[src/rtl/alu_mul_seq.sv]
// -----------------------------------------------------------------------------
// alu_mul_seq
//   Multi-cycle 16x16->32 unsigned shift-and-add multiplier. It accepts an
//   operand pair over a valid/ready handshake and drives one external
//   combinational alu_16bit instance for the duration of the operation. The
//   ALU result is captured on the next rising edge. The 32-bit product is
//   returned over a second valid/ready handshake.
//
//   Each multiplier bit takes two cycles:
//     ADD   : hi + (lo[0] ? a : 0) -> {c,hi}
//     SHIFT : ALU right-shift of hi with carry_in = c gives {c,hi[15:1]};
//             lo shifts right with hi[0] entering at the top.
//   Sixteen {ADD,SHIFT} pairs give a fixed 32-cycle latency that does not
//   depend on the data.
//
// Ports
//   clk, rst_n      clock (rising edge), asynchronous active-low reset
//   req_valid/ready operand handshake; req_ready is high only in IDLE
//   req_a, req_b    multiplicand, multiplier
//   res_valid/ready product handshake; res_valid is high only in DONE
//   res_product     {hi,lo} product, held stable while waiting for res_ready
//   alu_args        {d1,d2} to alu_16bit
//   alu_carry_in    carry_in to alu_16bit
//   alu_carry_dis   carry_disable to alu_16bit
//   alu_cmd         cmd to alu_16bit
//   alu_res         res from alu_16bit
//   alu_carry_out   carry_out from alu_16bit
// -----------------------------------------------------------------------------
module alu_mul_seq #(
    parameter int WIDTH = 16
) (
    input  logic                 clk,
    input  logic                 rst_n,
    input  logic                 req_valid,
    output logic                 req_ready,
    input  logic [WIDTH-1:0]     req_a,
    input  logic [WIDTH-1:0]     req_b,
    output logic                 res_valid,
    input  logic                 res_ready,
    output logic [2*WIDTH-1:0]   res_product,
    output logic [2*WIDTH-1:0]   alu_args,
    output logic                 alu_carry_in,
    output logic                 alu_carry_dis,
    output logic [1:0]           alu_cmd,
    input  logic [WIDTH-1:0]     alu_res,
    input  logic                 alu_carry_out
);

    // The datapath is tied to the 16-bit ALU it drives.
    if (WIDTH != 16) begin : g_width_chk
        $error("alu_mul_seq: WIDTH must be 16 (alu_16bit width)");
    end

    // AluCtrl encodings: full add with carry enabled, and right shift.
    localparam logic       CTRL_ADD_DIS   = 1'b0;
    localparam logic [1:0] CTRL_ADD_CMD   = 2'b00;
    localparam logic       CTRL_RSHFT_DIS = 1'b1;
    localparam logic [1:0] CTRL_RSHFT_CMD = 2'b11;

    localparam logic [4:0] LAST_BIT = 5'd15;

    typedef enum logic [1:0] {
        S_IDLE  = 2'b00,
        S_ADD   = 2'b01,
        S_SHIFT = 2'b10,
        S_DONE  = 2'b11
    } state_e;

    state_e           state_q, state_d;
    logic [WIDTH-1:0] a_q,  a_d;
    logic [WIDTH-1:0] hi_q, hi_d;
    logic [WIDTH-1:0] lo_q, lo_d;
    logic             c_q,  c_d;
    logic [4:0]       cnt_q, cnt_d;

    // State and datapath registers; reset aborts any operation in flight.
    always_ff @(posedge clk or negedge rst_n) begin
        if (!rst_n) begin
            state_q <= S_IDLE;
            a_q     <= {WIDTH{1'b0}};
            hi_q    <= {WIDTH{1'b0}};
            lo_q    <= {WIDTH{1'b0}};
            c_q     <= 1'b0;
            cnt_q   <= 5'd0;
        end else begin
            state_q <= state_d;
            a_q     <= a_d;
            hi_q    <= hi_d;
            lo_q    <= lo_d;
            c_q     <= c_d;
            cnt_q   <= cnt_d;
        end
    end

    // Next-state, datapath update and output decode. ALU drive depends only
    // on state and registers, so req_* and res_ready have no path to alu_*.
    always_comb begin
        state_d       = state_q;
        a_d           = a_q;
        hi_d          = hi_q;
        lo_d          = lo_q;
        c_d           = c_q;
        cnt_d         = cnt_q;
        req_ready     = 1'b0;
        res_valid     = 1'b0;
        res_product   = {(2*WIDTH){1'b0}};
        alu_args      = {(2*WIDTH){1'b0}};
        alu_carry_in  = 1'b0;
        alu_carry_dis = CTRL_ADD_DIS;
        alu_cmd       = CTRL_ADD_CMD;

        case (state_q)
            S_IDLE: begin
                req_ready = 1'b1;
                if (req_valid) begin
                    a_d     = req_a;
                    lo_d    = req_b;
                    hi_d    = {WIDTH{1'b0}};
                    c_d     = 1'b0;
                    cnt_d   = 5'd0;
                    state_d = S_ADD;
                end else begin
                    state_d = S_IDLE;
                end
            end

            S_ADD: begin
                // d1 = hi, d2 = multiplicand gated by the current multiplier bit.
                alu_args = {hi_q, (lo_q[0] ? a_q : {WIDTH{1'b0}})};
                hi_d     = alu_res;
                c_d      = alu_carry_out;
                state_d  = S_SHIFT;
            end

            S_SHIFT: begin
                // The ALU shifts {c,hi} right by one; the bit falling out of hi
                // enters the top of lo.
                alu_args      = {{WIDTH{1'b0}}, hi_q};
                alu_carry_in  = c_q;
                alu_carry_dis = CTRL_RSHFT_DIS;
                alu_cmd       = CTRL_RSHFT_CMD;
                hi_d          = alu_res;
                lo_d          = {hi_q[0], lo_q[WIDTH-1:1]};
                c_d           = 1'b0;
                cnt_d         = cnt_q + 5'd1;
                if (cnt_q == LAST_BIT) begin
                    state_d = S_DONE;
                end else begin
                    state_d = S_ADD;
                end
            end

            S_DONE: begin
                res_valid   = 1'b1;
                res_product = {hi_q, lo_q};
                if (res_ready) begin
                    state_d = S_IDLE;
                end else begin
                    state_d = S_DONE;
                end
            end

            default: begin
                state_d = S_IDLE;
            end
        endcase
    end

endmodule

[config.mk]
export PLATFORM = sky130hd
export DESIGN_NAME = alu_mul_seq
export DESIGN_NICKNAME = d
export VERILOG_FILES = /design/src/rtl/alu_mul_seq.sv
export SDC_FILE = /design/constraint.sdc
export NUM_CORES = 1
export LEC_CHECK = 0
export BUFFER_PORTS_ARGS = -buffer_cell sky130_fd_sc_hd__buf_4
export CORE_ASPECT_RATIO = 0.5
export CORE_MARGIN = 2
export CORE_UTILIZATION = 44
export CTS_CLUSTER_SIZE = 25
export DETAILED_ROUTE_END_ITERATION = 8
export PLACE_DENSITY_LB_ADDON = 0.2
export SKIP_LAST_GASP = 1
export SYNTH_ARGS = -nofsm -noshare
export SYNTH_HDL_FRONTEND = slang
export SYNTH_SLANG_ARGS = --single-unit
[constraint.sdc]
create_clock -name clk -period 1.4 [get_ports clk]
set_input_delay 0.21 -clock clk [delete_from_list [all_inputs] [get_ports clk]]
set_output_delay 0.21 -clock clk [all_outputs]
set_load 0.02 [all_outputs]
==> run summary <==
Minimum clock period = 1900 ps
Post-Syn Area = 3090 µm²
Worst-Margin Slew = 429 ps
Clock skew = 9.29 ps
Vias post-DR = 3216
CP dominant cell by count = buf_6
Top cells by count, synth = 59 x nand2_1, 56 x dfrtp_1, 34 x and2_1, 34 x o21ai_0, 17 x and3_1
R2r setup slk = -410 ps
CP arrival = 1690 ps
Ys async rst share = 1.00
Failing checks = setup timing
NumNets Final = 542
Ports = 123
Placed insts = 529
Core area = 6750 µm²
Post-synth top area share = 0.453
Register area share after synthesis = 0.453
Design Power = 15.1 mW
Post-route insts no fill = 576
Hold crit path type = input port to flop
Syn. warnings = 0
Worst setup SP type = flop
Sum Neg Setup Slack = -40980 ps
Overflow after GRT = 0
Largest net degree at the start of global routing = 30
Maximum vdd ir drop = 1.29 mV
Origin of the critical flop-to-flop path = state_q[0]
ANT nets after route = 0
Share of layout cells above drive strength 1 = 0.597
Fin. max-slew vios = 0
ANT cells = 0
Most common cell in the netlist = nand2_1
Area Growth Syn to Fin = 84.8%
Fill cells = 332
Max FO, Critical Path = 4
Antenna violations before repair = 0
Syn nets = 378
Predominant post-synthesis flop cell = dfrtp_1
Endpoints failing hold = 0
Crit-path cells = buf_6 -> ha_4 -> clkbuf_16 -> a22oi_2 -> nor2b_4 -> buf_6
DR DRC count = 0
Die Y = 63.3 µm
All-layer global routing usage = 0.288
Worst hold slack = 140 ps
Slowest CP cell = dfrtp_1
Final wirelength = 12.1 mm
Final period utilization = 1.36
I/O Buffers = 122
DP Wirelength = 5.96 mm
Synth Area in XOR/XNOR = 0
Clk Latency, worst-skew pair = 300 ps
GPL Wtd Cong = 0.786
Largest cells by area after synthesis = dfrtp_1 45%, nand2_1 7.2%, and2_1 6.9%
Family with the most delay on the worst path = buffers and inverters
CP endpoint kind = primary output
Vias per cell = 5.58
TritonCTS clock tree = yes
Wire per inst = 21.0 µm
Longest Clk Path Bufs = 2
Worst EP required = 1190 ps
Clk root buf = clkbuf_16
Initial Utilization = 0.458
Setup slack after layout = -505 ps
Outcome = finished with violations
FF-to-FF End = hi_q[15]
FMAX = 0.525 GHz
Largest area contributor in the synthesized netlist = dfrtp_1
First-pass iteration count of the detailed router = 5
Number of distinct library cells after synthesis = 31
Die X = 123 µm
Synth Register Bits = 56
CTS Buf Count = 5
Slew HR = 0.714
Initial DRC count = 181
Post-synth EDFFs = 0
TritonCTS Sinks = 56
Adder-Cell Fraction of Synth Area = 0.0243
Simple-gate share of the synthesized area = 0.221
Leak = 2.66 nW
Hold path cells = 2
Compound-Gate Fraction of Synth Area = 0.113
Crit Path Category = flop to primary output
Endpoints failing setup = 126
HP Start = req_a[4]
Max H-tree Level = 2
P per Cell Area = 2650 nW/µm²
RSZ-0062 raised after global routing = true
R2R depth = 9
Buf+Inv Stages, Crit Path = 3
Critical path's largest stage delay = 430 ps
Vias in the first global route = 3225
Mean Syn Cell Area = 9.69 µm²
Worst hold endpoint = a_q[4]
Worst-path clk slew = 80 ps
Largest family of logic cells by synthesized area = simple AND/OR/NAND/NOR gates
Mux contribution to synthesized area = 0.134
First-pass GRT wire length = 17.2 mm
Cells after Synth = 319
Die Area = 7750 µm²
Row count = 21
Max-capacitance violation count = 0
==> through the flow <==
stage / worst slack (ps) / instance area (µm²) / util
CTS: -428 / 5470 / 0.810
global route: -512 / 5710 / 0.846
floorplan: -138 / 3480 / -
detailed placement: -159 / 4490 / 0.665
global placement: -89.9 / 4490 / 0.665
finish: -505 / 5710 / 0.846
==> power by group <==
group	switching (mW)	leakage [nW]	internal, mW
Sequential	0.761	0.703	2.33
Clock	0.601	0.0871	0.898
Combinational	4.66	1.87	5.89
==> worst max path at each step <==
stage / from / end / slack (ps) / depth (start not counted)
6_report: state_q[1] / alu_args[5] / -500 / 6
5_1_grt: state_q[1] / alu_args[5] / -510 / 6
4_1_cts: state_q[0] / alu_args[23] / -430 / 6
3_5_place_dp: state_q[1] / alu_args[3] / -160 / 6
3_3_place_gp: state_q[0] / res_product[0] / -90 / 5
2_1_floorplan: state_q[0] / hi_q[5] / -140 / 6
==> state kept, by name, summed over array words and instances (netlist names) <==
signal,flops
a_q,16
c_q,1
cnt_q,5
hi_q,16
lo_q,16
state_q,2
==> timing repair <==
item                       4_1_cts  5_1_grt
hold buffers                     1        0
buffers inserted                20       15
cloned                          12        3
pin swaps                        2        9
setup endpoints to repair      125      124
hold endpoints to repair        28        0
gates resized for setup         88       63
==> cells by family after synthesis <==
kind of cell,after synthesis
compound gates,58
mux,34
flops,56
buf+inv,32
simple gates,133
fa+ha+maj,6
==> cells in the final DEF (no fill, tap or decap), types with 2 or more instances in the layout <==
cell,n
and2_4,3
nor2b_4,15
nand2b_1,2
inv_1,2
clkbuf_16,8
ha_1,2
a22oi_2,16
and2_1,32
mux2i_4,3
buf_6,53
mux2_2,2
nand2_8,2
o21ai_0,3
mux2_4,14
nand2_2,4
inv_2,2
ha_4,4
nor2_1,2
mux2i_1,14
buf_16,5
buf_4,97
buf_12,16
and3_4,15
dfrtp_1,56
o21ai_2,12
nand2_1,54
buf_8,7
o21ai_1,20
==> metal layers <==
| layer | GRT usage | share of wire | vias up |
|---|---|---|---|
| li1 | - | - | 1414 |
| met1 | 0.362 | 0.41 | 1615 |
| met2 | 0.513 | 0.50 | 150 |
| met3 | 0.0480 | 0.063 | 37 |
| met4 | 0.0790 | 0.027 | 0 |
| met5 | 0 | 0 | - |
==> worst register-to-register path, cell delays in order, from the launching register on <==
cell     delay (ps)
dfrtp_1         420
inv_2           100
ha_4            350
buf_4           150
mux2i_4          60
buf_12          160
buf_12          120
buf_16          120
nand2_1         120
o21ai_4          80
==> final cells by class <==
cell class                      instances  area (µm²)  area share
Clock buffer                            6         139      0.0243
Sequential cell                        56        1400       0.245
Multi-Input combinational cell        233        2020       0.354
Inverter                                5        21.3     0.00372
Tap cell                               92         115      0.0202
Timing Repair Buffer                  182        1970       0.345
Clock inverter                          2        38.8     0.00679
Power figures use the tool's default switching activity.
